`config.mk`:
```
export PLATFORM = sky130hd
export DESIGN_NAME = div_seq_ctrl
export DESIGN_NICKNAME = d
export VERILOG_FILES = /design/src/rtl/div_pkg.sv /design/src/rtl/div_iter_step.sv /design/src/rtl/div_seq_ctrl.sv
export SDC_FILE = /design/constraint.sdc
export NUM_CORES = 1
export LEC_CHECK = 0
export BUFFER_PORTS_ARGS = -buffer_cell sky130_fd_sc_hd__buf_2
export CORE_MARGIN = 2
export CORE_UTILIZATION = 35
export CTS_BUF_LIST = sky130_fd_sc_hd__clkbuf_8
export DETAILED_ROUTE_END_ITERATION = 12
export GPL_TIMING_DRIVEN = 0
export SLEW_MARGIN = 20
export SYNTH_ARGS = -nofsm -noshare
export SYNTH_HDL_FRONTEND = slang
export SYNTH_SLANG_ARGS = --single-unit
```
`constraint.sdc`:
```
create_clock -name clk -period 6.6 [get_ports clk]
set_input_delay 0.33 -clock clk [delete_from_list [all_inputs] [get_ports clk]]
set_output_delay 0.33 -clock clk [all_outputs]
set_load 0.05 [all_outputs]
```
`src/rtl/div_pkg.sv`:
```
// Shared encodings for the EXE-stage division sequencer.
package div_pkg;

    localparam int DIV_ITER = 32;

    typedef enum logic [1:0] {
        OP_DIV_W  = 2'b00,
        OP_MOD_W  = 2'b01,
        OP_DIV_WU = 2'b10,
        OP_MOD_WU = 2'b11
    } div_op_e;

    typedef enum logic [1:0] {
        S_IDLE = 2'd0,
        S_BUSY = 2'd1,
        S_DONE = 2'd2
    } div_state_e;

endpackage

```
`src/rtl/div_iter_step.sv`:
```
// One restoring-division step: shift in the next dividend bit, subtract the
// divisor when the trial remainder is large enough.
module div_iter_step #(
    parameter int WIDTH = 32
) (
    input  logic [WIDTH-1:0] rem_i,
    input  logic             msb_i,
    input  logic [WIDTH-1:0] divisor_i,
    output logic [WIDTH-1:0] rem_o,
    output logic             q_bit_o
);

    logic [WIDTH:0] trial;

    // The true difference is always below the divisor, so WIDTH-bit modular
    // subtraction gives the exact remainder.
    always_comb begin
        trial   = {rem_i, msb_i};
        q_bit_o = (trial >= {1'b0, divisor_i});
        rem_o   = q_bit_o ? (trial[WIDTH-1:0] - divisor_i) : trial[WIDTH-1:0];
    end

endmodule

```
`src/rtl/div_seq_ctrl.sv`:
```
// Multi-cycle DIV.W/MOD.W/DIV.WU/MOD.WU sequencer: 32 restoring steps on
// operand magnitudes, sign correction, result held until EXE advances.
//
// state  | meaning
// S_IDLE | no op in flight, waiting for start
// S_BUSY | one restoring step per cycle, cnt counts steps
// S_DONE | result valid and held until out_accept
module div_seq_ctrl
    import div_pkg::*;
#(
    parameter int WIDTH = DIV_ITER
) (
    input  logic             clk,
    input  logic             reset,
    input  logic             flush,
    input  logic             start,
    input  logic [1:0]       op,
    input  logic [WIDTH-1:0] src1,
    input  logic [WIDTH-1:0] src2,
    input  logic             out_accept,
    output logic             busy,
    output logic             done,
    output logic [WIDTH-1:0] result
);

    localparam int CW = (WIDTH > 1) ? $clog2(WIDTH) : 1;
    localparam logic [CW-1:0] CNT_LAST = CW'(WIDTH - 1);

    div_state_e       state_q;
    div_op_e          op_q;
    logic [CW-1:0]    cnt_q;
    logic [WIDTH-1:0] dvd_q;
    logic [WIDTH-1:0] dvs_q;
    logic [WIDTH-1:0] rem_q;
    logic [WIDTH-1:0] result_q;
    logic             qsign_q;
    logic             rsign_q;

    logic [WIDTH-1:0] rem_d;
    logic             q_bit;
    logic             take;
    logic             in_signed;
    logic             sign1;
    logic             sign2;
    logic [WIDTH-1:0] mag1;
    logic [WIDTH-1:0] mag2;
    logic             op_signed_q;
    logic             op_mod_q;
    logic [WIDTH-1:0] quot_raw;
    logic [WIDTH-1:0] quot_fix;
    logic [WIDTH-1:0] rem_fix;
    logic [WIDTH-1:0] result_d;

    div_iter_step #(.WIDTH(WIDTH)) u_step (
        .rem_i     (rem_q),
        .msb_i     (dvd_q[WIDTH-1]),
        .divisor_i (dvs_q),
        .rem_o     (rem_d),
        .q_bit_o   (q_bit)
    );

    always_comb begin
        take = start && ((state_q == S_IDLE) || ((state_q == S_DONE) && out_accept));

        in_signed = (div_op_e'(op) == OP_DIV_W) || (div_op_e'(op) == OP_MOD_W);
        sign1     = in_signed && src1[WIDTH-1];
        sign2     = in_signed && src2[WIDTH-1];
        mag1      = sign1 ? (~src1 + 1'b1) : src1;
        mag2      = sign2 ? (~src2 + 1'b1) : src2;

        op_signed_q = (op_q == OP_DIV_W) || (op_q == OP_MOD_W);
        op_mod_q    = (op_q == OP_MOD_W) || (op_q == OP_MOD_WU);

        // Final step: the dividend register has become the quotient shift register.
        quot_raw = {dvd_q[WIDTH-2:0], q_bit};
        quot_fix = (op_signed_q && qsign_q) ? (~quot_raw + 1'b1) : quot_raw;
        rem_fix  = (op_signed_q && rsign_q) ? (~rem_d + 1'b1) : rem_d;
        result_d = op_mod_q ? rem_fix : quot_fix;
    end

    always_ff @(posedge clk) begin
        if (reset) begin
            state_q  <= S_IDLE;
            op_q     <= OP_DIV_W;
            cnt_q    <= '0;
            dvd_q    <= '0;
            dvs_q    <= '0;
            rem_q    <= '0;
            result_q <= '0;
            qsign_q  <= 1'b0;
            rsign_q  <= 1'b0;
        end else if (flush) begin
            state_q <= S_IDLE;
            cnt_q   <= '0;
        end else if (take) begin
            state_q <= S_BUSY;
            op_q    <= div_op_e'(op);
            cnt_q   <= '0;
            dvd_q   <= mag1;
            dvs_q   <= mag2;
            rem_q   <= '0;
            qsign_q <= sign1 ^ sign2;
            rsign_q <= sign1;
        end else begin
            unique case (state_q)
                S_IDLE: ;
                S_BUSY: begin
                    rem_q <= rem_d;
                    dvd_q <= {dvd_q[WIDTH-2:0], q_bit};
                    cnt_q <= cnt_q + CW'(1);
                    if (cnt_q == CNT_LAST) begin
                        result_q <= result_d;
                        state_q  <= S_DONE;
                    end
                end
                S_DONE: begin
                    if (out_accept) state_q <= S_IDLE;
                end
                default: state_q <= S_IDLE;
            endcase
        end
    end

    assign busy   = (state_q != S_IDLE);
    assign done   = (state_q == S_DONE);
    assign result = result_q;

endmodule
```
==> flow_summary.ini, run 1 <==
[layout]
fin_area_sq_um = 12200
n_antenna_cell = 0
layout_commonest_cell = nor2_1
fin_cells = 2039
synthToLayoutAreaGrowth_pct = 13.1
postLayoutCoreUtil_pct = 40.0
num-nets-final = 1740
layout_common_cells = nor2_1 (220), a21oi_1 (183), dfxtp_1 (139), nand2_1 (133), buf_2 (109)
drive_gt1_share_pct = 10.4

[floorplan]
io_pins = 105
core_sq_um = 30400
design.die.area_sq_um = 32200
num_rows = 64
start_util_pct = 35.4
fp.dieH_um = 179
die_x_um = 179

[detailed_routing]
wl_um = 38900
post-route-drc-count = 0
drtAntennaViolNets = 0
drt_iter0_drc = 1025
num_vias = 11600
drt_pre_antenna_iters = 6
avgViaCountPerCell = 5.70
routedWlPerCell_um = 19.1

[clock_tree]
clock_latency_ns = 0.47
ctsRootBufferMaster = clkbuf_8
h-tree-depth = 4
clk_pin_slew_ns = 0.11
cts_buffers = 17
cts_tree = done
cts.sinks = 139
cts_setup_buffers = 0
clk_path_buf_depth = 2

[setup_path]
worstPathMaxFanout = 19
cp_slowest_cell = o21ai_1
path_cells = inv_1 > ha_1 > buf_2 > a21oi_1 > o21ai_1 > a221o_1 > o21ai_1 > nand2_1 > inv_2 > buf_2 > clkbuf_2 > clkbuf_2 > ha_1 > nor3b_1 > and3_1 > nand2_1 > o21ai_0 > xnor2_1 > nor3_1 > a2111oi_0
crit_start = dvs_q[6]
crit_type = flip-flop to flip-flop
path_delay_family = compound AO/OA/AOI/OAI gates
crit_path_start_kind = flip-flop
worstPathArrival_ns = 6.42
worstReg2RegStart = dvs_q[6]
cp_num_buf_inv = 6
end_kind = flip-flop
required_ns = 6.94
max_stage_delay_ns = 0.51

[logic_synthesis]
synth_cells = 1510
async_reset_ff_share_pct = 0
yosysUniqueCellTypes = 80
synthAdderAreaFrac_pct = 4.60
synthXorXnorAreaFrac_pct = 10.6
syn-num-nets = 1620
synth-edff-count = 0
ys_ff_latch = 139
synth_warnings = 0
synth.cell_area_sq_um = 10800
yosys.area_share.simple_pct = 24.3
syn_avg_cell_area_sq_um = 7.13
synth.area.mux_share_pct = 0.942
synth_top_family_by_area = compound AO/OA/AOI/OAI gates
synthFlopType = dfxtp_1
synth.yosys.seq_area_share_pct = 25.9
synth_compound_area_share_pct = 28.3

[place]
gp_congestion = 0.966
post_dp_cell_area_sq_um = 11800
place_inst = 2009
dp_hpwl_um = 31100
io_buffers = 103

[flow_run]
max_cap_viol_count = 0

[sta]
slew_headroom_pct = 28.6
slew_viol_final = 0
min_period_ns = 6.09
worst_pin_slew_ns = 1.05
rsz0062_at_grt = no
period_share_pct = 92.2
clock_skew_ns = 0.0227
hold_viol = 0
setup-violations-final = 0
fin_tns_setup_ns = 0
whs_ns = 0.114
fmax_mhz = 164

[pwr]
peakVddDrop_mv = 0.126
p_per_area_nw_per_um2 = 185
p_leak_nw = 4.76

[grt]
grt_max_degree = 17
antenna_found_initial = 0
grt_pass1_wl_um = 60100
grt_overflow_total = 0
track_usage_pct = 24.1
first_global_vias = 10700

[status]
status = finished clean

[hold_path]
min-delay-start = src2[0]
hp-class = primary input to flip-flop
-- flip-flops by register name, indices dropped and copies added, names as in the netlist --
signal,cells
result,32
state_q,2
rsign_q,1
qsign_q,1
dvs_q,32
dvd_q,32
rem_q,32
op_q,2
cnt_q,5
-- cell families (layout without fill, tap and decap cells) --
group / count (synthesis) / in the layout
adders and majority gates: 39 / 39
xor gates and xnor gates: 130 / 130
and+or+nand+nor: 558 / 558
muxes: 10 / 10
AOI/OAI and AO/OA: 480 / 480
buffers and inverters: 154 / 287
DFF: 139 / 139
-- path summary, 6_finish.rpt --
path / to / slack (ns) / depth (start not counted)
max reg2reg: result[28] / 0.51 / 20
max: result[28] / 0.51 / 20
min reg2reg: result[17] / 0.47 / 2
min: dvs_q[0] / 0.11 / 3
-- per-stage QoR --
stage,power (mW),setup slack (ns)
floorplan,1.34,1.86
global placement,1.52,-0.0428
detailed placement,1.53,-0.00728
CTS,2.25,0.0553
global route,2.36,0.0597
finish,2.26,0.514
-- synth_stat cells (all sizes together), types with 12 or more instances --
| master | n | share of area, % |
|---|---|---|
| nor2 | 220 | 7.7 |
| a21oi | 183 | 8.5 |
| dfxtp | 139 | 26 |
| nand2 | 133 | 4.6 |
| clkbuf | 81 | 2.8 |
| o21ai | 78 | 3.7 |
| xor2 | 66 | 5.4 |
| xnor2 | 64 | 5.2 |
| a211oi | 55 | 3.9 |
| inv | 54 | 1.9 |
| nor3 | 49 | 2.3 |
| ha | 38 | 4.4 |
| or3 | 25 | 1.5 |
| a22oi | 24 | 1.7 |
| buf | 19 | 0.77 |
| nand3 | 19 | 0.88 |
| o31ai | 19 | 1.3 |
| nor4 | 17 | 1.1 |
| o211ai | 17 | 1.2 |
| a31oi | 16 | 0.93 |
| nand2b | 14 | 0.81 |
| and2 | 12 | 0.70 |
| nor2b | 12 | 0.70 |
| or4 | 12 | 0.84 |
-- repair_timing --
| action | CTS | global route |
|---|---|---|
| endpoints found under the setup margin | 2 | 10 |
| gates resized for setup | 1 | 3 |
| hold buffers | 0 | 0 |
-- power by group --
group	total [mW]	internal (mW)	leakage, nW	switching, mW
Sequential	0.893	0.867	1.13	0.0263
Clock	0.732	0.323	0.201	0.409
Combinational	0.632	0.217	3.43	0.415
Total	2.26	1.41	4.76	0.850
-- metal layers --
metal / part of all wire, % / global-route usage (%)
met1: 46 / 33.9
met2: 45 / 37.8
met3: 7.6 / 4.11
met4: 2.2 / 6.75
met5: 0 / 0
-- final cells by class --
cell class,instances,area (sq um)
Buffer,98,384
Clock buffer,18,248
Clock inverter,14,150
Fill cell,3262,18300
Inverter,54,203
Multi-Input combinational cell,1217,7400
Sequential cell,139,2780
Tap cell,396,495
Timing Repair Buffer,103,515
-- worst register-to-register path, stage by stage, from the launching register on --
cell	delay, ns
dfxtp_1	0.36
inv_1	0.11
ha_1	0.30
buf_2	0.16
a21oi_1	0.23
o21ai_1	0.24
a221o_1	0.43
o21ai_1	0.51
nand2_1	0.25
inv_2	0.15
buf_2	0.36
clkbuf_2	0.36
clkbuf_2	0.35
ha_1	0.23
nor3b_1	0.46
and3_1	0.37
nand2_1	0.17
o21ai_0	0.24
xnor2_1	0.15
nor3_1	0.06
a2111oi_0	0.46
Power figures use the tool's default switching activity.
==> inputs of run 2 (changes only) <==
--- a/config.mk
+++ b/config.mk
@@ -5,6 +5,7 @@
 export SDC_FILE = /design/constraint.sdc
 export NUM_CORES = 1
 export LEC_CHECK = 0
+export ABC_AREA = 1
 export BUFFER_PORTS_ARGS = -buffer_cell sky130_fd_sc_hd__buf_2
 export CORE_MARGIN = 2
 export CORE_UTILIZATION = 35
==> flow_summary.ini, run 2 <==
[detailed_routing]
drt_pre_antenna_iters = 6
drt_iter0_drc = 1129
post-route-drc-count = 0
wl_um = 42900
routedWlPerCell_um = 16.7
drtAntennaViolNets = 0
avgViaCountPerCell = 5.18
num_vias = 13300

[logic_synthesis]
synth_warnings = 0
syn-num-nets = 2097
synth.area.top_cells = dfxtp_1 (23%), nand2_1 (16%), inv_1 (8.1%)
async_reset_ff_share_pct = 0
synth.yosys.seq_area_share_pct = 23.4
synthFlopType = dfxtp_1
synthTopCellsByCount = nand2_1 (511), inv_1 (258), a21oi_1 (183)
syn_avg_cell_area_sq_um = 5.99
synth-edff-count = 0
synth_top_area_share_pct = 23.4
yosysUniqueCellTypes = 53
ys_ff_latch = 139
synth_top_area_cell = dfxtp_1
synth_cells = 1987
synth.cell_area_sq_um = 11900
synth.most_common_cell = nand2_1

[floorplan]
fp.dieH_um = 188
num_rows = 67
start_util_pct = 35.5
die_x_um = 188
core_sq_um = 33500
design.die.area_sq_um = 35500
io_pins = 105

[grt]
grt_max_degree = 17
track_usage_pct = 24.2
first_global_vias = 12400
grt_pass1_wl_um = 67600
antenna_found_initial = 0
grt_overflow_total = 0

[sta]
hold_viol = 0
period_share_pct = 67.1
fmax_mhz = 226
slew_viol_final = 0
min_period_ns = 4.43
worst_pin_slew_ns = 0.746
fin_tns_setup_ns = 0
clock_skew_ns = 0.0144
slew_headroom_pct = 49.8
rsz0062_at_grt = no
setup-violations-final = 0

[setup_path]
end_kind = flip-flop
max_stage_delay_ns = 0.38
crit_path_start_kind = flip-flop
worstPathMaxFanout = 10
path_delay_family = simple AND/OR/NAND/NOR gates
reg2reg_slack_ns = 2.17
cp_num_buf_inv = 5
cp_slowest_cell = ha_1
worstPathArrival_ns = 4.79
required_ns = 6.96
crit_type = flip-flop to flip-flop
crit_top_cell = nand2_1

[clock_tree]
h-tree-depth = 4
clk_path_buf_depth = 2
cts_setup_buffers = 0
cts_tree = done
cts.sinks = 139
ctsHoldBuffers = 0
clock_latency_ns = 0.47
cts_resized = 0
cts_buffers = 17
ctsRootBufferMaster = clkbuf_8
clk_pin_slew_ns = 0.08

[place]
dp_hpwl_um = 35300
gp_congestion = 0.953
io_buffers = 104

[pwr]
peakVddDrop_mv = 0.0948
p_leak_nw = 6.49
p_total_mw = 2.51
p_per_area_nw_per_um2 = 187

[layout]
layout_commonest_cell = nand2_1
n_fill_cell = 3719
synthToLayoutAreaGrowth_pct = 13.0
n_antenna_cell = 0
num-nets-final = 2220
drive_gt1_share_pct = 12.5
multi_input_area_sq_um = 7710
layout_common_cells = nand2_1 (511), inv_1 (258), a21oi_1 (183), nor2_1 (175), o21ai_0 (167)
regArea_sq_um = 2780

[status]
status = finished clean

[flow_run]
max_cap_viol_count = 0

[hold_path]
hp-class = primary input to flip-flop
-- run 2: cell types whose count changed after synthesis, sizes merged, moves of 25 or more --
cell,previous run,this run
inv,54,272
clkbuf,81,56
or3,25,0
o21ai,78,180
nor3,49,20
a211oi,55,0
nand3,19,135
nand2,133,559
xnor2,64,12
-- run 2: through the flow --
step / worst slack [ns] / utilization, % / hold slack [ns] / cells / area [sq um]
2_1_floorplan: 3.19 / - / 0.409 / 1987 / 11900
3_3_place_gp: 2.25 / 38.7 / 0.442 / 2539 / 13000
3_5_place_dp: 2.24 / 38.7 / 0.449 / 2539 / 13000
4_1_cts: 2.22 / 40.1 / 0.0714 / 2570 / 13500
5_1_grt: 1.74 / 40.1 / 0.105 / 2570 / 13500
6_report: 2.17 / 40.1 / 0.0904 / 2570 / 13500
-- run 2: final cells by class --
type                    instances  share of cell area (%)
plain buffers                  74                    2.74
clock buffers                  20                    2.05
clock inverters                11                    1.42
inverters                     279                    7.78
multi-input cells            1495                    57.3
flip-flops and latches        139                    20.7
well taps                     448                    4.17
repair buffers                104                    3.87
-- run 2: final timing paths --
kind,start,endpoint,depth (start not counted)
setup / recovery,dvs_q[27],result[28],25
hold / removal,flush,state_q[0],2
setup reg to reg,dvs_q[27],result[28],25
hold reg to reg,rsign_q,rsign_q,2
-- run 2: power breakdown --
group          leakage, nW  internal, mW  switching (mW)
clock                0.227         0.477           0.355
sequential            1.13         0.871          0.0356
combinational         5.13         0.242           0.531
-- run 2: layer usage --
| layer | global-route usage, % | vias to the layer above | routed length [um] |
|---|---|---|---|
| met2 | 39.8 | 431 | 19400 |
| met1 | 33.4 | 6094 | 20000 |
| met5 | 0 | - | 0 |
| met4 | 7.21 | 0 | 1210 |
| met3 | 2.55 | 71 | 2310 |
| li1 | - | 6725 | - |
-- run 2: logic make-up after synthesis --
| family | after synthesis | synth area share [%] |
|---|---|---|
| buffers and inverters | 353 | 11.9 |
| adders and majority gates | 39 | 4.16 |
| and+or+nand+nor | 968 | 36.7 |
| AOI/OAI and AO/OA | 429 | 19.5 |
| DFF | 139 | 23.4 |
| xor gates and xnor gates | 59 | 4.34 |
==> inputs of run 3 (changes only) <==
==> constraint.sdc (replaced) <==
create_clock -name clk -period 3.95 [get_ports clk]
set_input_delay 0.1975 -clock clk [delete_from_list [all_inputs] [get_ports clk]]
set_output_delay 0.1975 -clock clk [all_outputs]
set_load 0.05 [all_outputs]
==> flow_summary.ini, run 3 (same netlist as run 2, synthesis figures left out) <==
[layout]
synthToLayoutAreaGrowth_pct = 16.5
layout_common_cells = nand2_1 (504), inv_1 (249), a21oi_1 (182), nor2_1 (175), o21ai_0 (165)
drive_gt1_share_pct = 15.2
layout_commonest_cell = nand2_1
num-nets-final = 2227
n_antenna_cell = 0
fin_area_sq_um = 13900
n_fill_cell = 3687

[pwr]
p_leak_nw = 6.53
p_int_mw = 2.69
peakVddDrop_mv = 0.158
comb_power_share_pct = 31.7
power_frac_clock_pct = 32.6
p_total_mw = 4.26
swShare_pct = 36.7
p_per_area_nw_per_um2 = 307
net-switching-power_mw = 1.56
sequentialPowerShare_pct = 35.7

[clock_tree]
clock_latency_ns = 0.46
clk_pin_slew_ns = 0.08
cts_tree = done
clk_path_buf_depth = 2
cts_buffers = 17
h-tree-depth = 4
cts.sinks = 139
ctsRootBufferMaster = clkbuf_8

[setup_path]
crit_top_cell = nor2_1
reg2reg_slack_ns = 0.20
required_ns = 4.35
cp_slowest_cell = ha_2
max_stage_delay_ns = 0.34
r2r_cells = 25
crit_type = flip-flop to flip-flop
worstPathMaxFanout = 10
rr_endpoint = result[28]
crit_path_start_kind = flip-flop
worstReg2RegStart = dvs_q[29]
worstPathArrival_ns = 4.16
end_kind = flip-flop

[place]
io_buffers = 104
gp_congestion = 0.953
dp_hpwl_um = 35300
post_dp_cell_area_sq_um = 13000
pre_cts_ws_ns = -0.412

[hold_path]
min-delay-start = src2[12]
hold-path-endpoint = dvs_q[12]
hold-path-cell-count = 3
hp-class = primary input to flip-flop

[sta]
setup-violations-final = 0
slew_viol_final = 0
min_period_ns = 3.75
worst_pin_slew_ns = 0.734
slew_headroom_pct = 50.6
fmax_mhz = 267
finalWorstSetupSlack_ns = 0.198
period_share_pct = 95.0
hold_viol = 0
clock_skew_ns = 0.0135
whs_ns = 0.0500
fin_tns_setup_ns = 0

[grt]
grt_overflow_total = 0
grt_pass1_wl_um = 67900
track_usage_pct = 24.3
antenna_found_initial = 0
first_global_vias = 12400
grt_max_degree = 17

[status]
status = finished clean

[floorplan]
design.die.area_sq_um = 35500
core_sq_um = 33500
die_x_um = 188
fp.dieH_um = 188
io_pins = 105
num_rows = 67
start_util_pct = 35.5

[detailed_routing]
drt_iter0_drc = 1228
drtAntennaViolNets = 0
num_vias = 13300
avgViaCountPerCell = 5.15
routedWlPerCell_um = 16.8
wl_um = 43400
drt_pre_antenna_iters = 7
post-route-drc-count = 0

[flow_run]
max_cap_viol_count = 0
[run 3: cell count changes in the layout (fill, tap and decap cells not counted), moves of 3 or more]
cell | before | now
dfxtp_1 | 139 | 136
nand2_1 | 511 | 504
inv_1 | 258 | 249
ha_4 | 0 | 21
nand2_2 | 38 | 45
ha_1 | 38 | 9
dfxtp_2 | 0 | 3
inv_2 | 14 | 22
ha_2 | 0 | 8
buf_4 | 0 | 5
[run 3: through the flow]
stage	util (%)	instances
detailed placement	38.7	2539
global placement	38.7	2539
floorplan	-	1987
finish	41.4	2577
CTS	41.0	2575
global route	41.4	2577
[run 3: layer usage]
layer | up-vias | routed length [um] | track usage (%)
met5 | - | 0 | 0
met1 | 6090 | 20400 | 33.5
met4 | 0 | 1060 | 7.66
met2 | 407 | 19600 | 40.1
met3 | 60 | 2270 | 2.33
li1 | 6727 | - | -
[run 3: timing repair]
action / 4_1_cts / 5_1_grt
pin swaps: 7 / 10
endpoints found under the setup margin: 8 / 8
resized for setup: 32 / 29
endpoints found under the hold margin: 2 / 0
hold buffers: 2 / 0
buffers inserted: 3 / 2
gates cloned: 0 / 0
[run 3: how the worst max path moves through the flow]
stage | startpoint | end | depth (start not counted)
detailed placement | dvs_q[27] | result[28] | 25
floorplan | dvs_q[6] | result[28] | 27
finish | dvs_q[29] | result[28] | 25
global route | dvs_q[6] | result[22] | 28
CTS | dvs_q[7] | result[28] | 27
global placement | dvs_q[25] | result[28] | 23
[run 3: cell type report]
| type | count | area (sq um) | share of cell area [%] |
|---|---|---|---|
| plain buffers | 74 | 378 | 2.72 |
| flip-flops and latches | 139 | 2790 | 20.1 |
| inverters | 279 | 1050 | 7.57 |
| clock inverters | 11 | 191 | 1.38 |
| repair buffers | 111 | 578 | 4.17 |
| multi-input cells | 1495 | 8050 | 58.0 |
| clock buffers | 20 | 275 | 1.98 |
| well taps | 448 | 561 | 4.04 |
[run 3: power by group through the flow]
stage | logic, mW | clock network, mW | registers [mW]
after floorplan | 0.911 | 0 | 1.52
after global placement | 1.26 | 0 | 1.54
after detailed placement | 1.27 | 0 | 1.54
after CTS | 1.31 | 1.40 | 1.51
after global routing | 1.49 | 1.45 | 1.53
final | 1.35 | 1.39 | 1.52
[run 3: worst max-delay path, delay by kind of cell, from the launching register on]
kind / cells / cell delay (ns)
fa+ha+maj: 2 / 0.53
compound gates: 3 / 0.35
flops: 1 / 0.32
buf+inv: 5 / 0.56
simple gates: 14 / 1.63
xor+xnor: 1 / 0.25
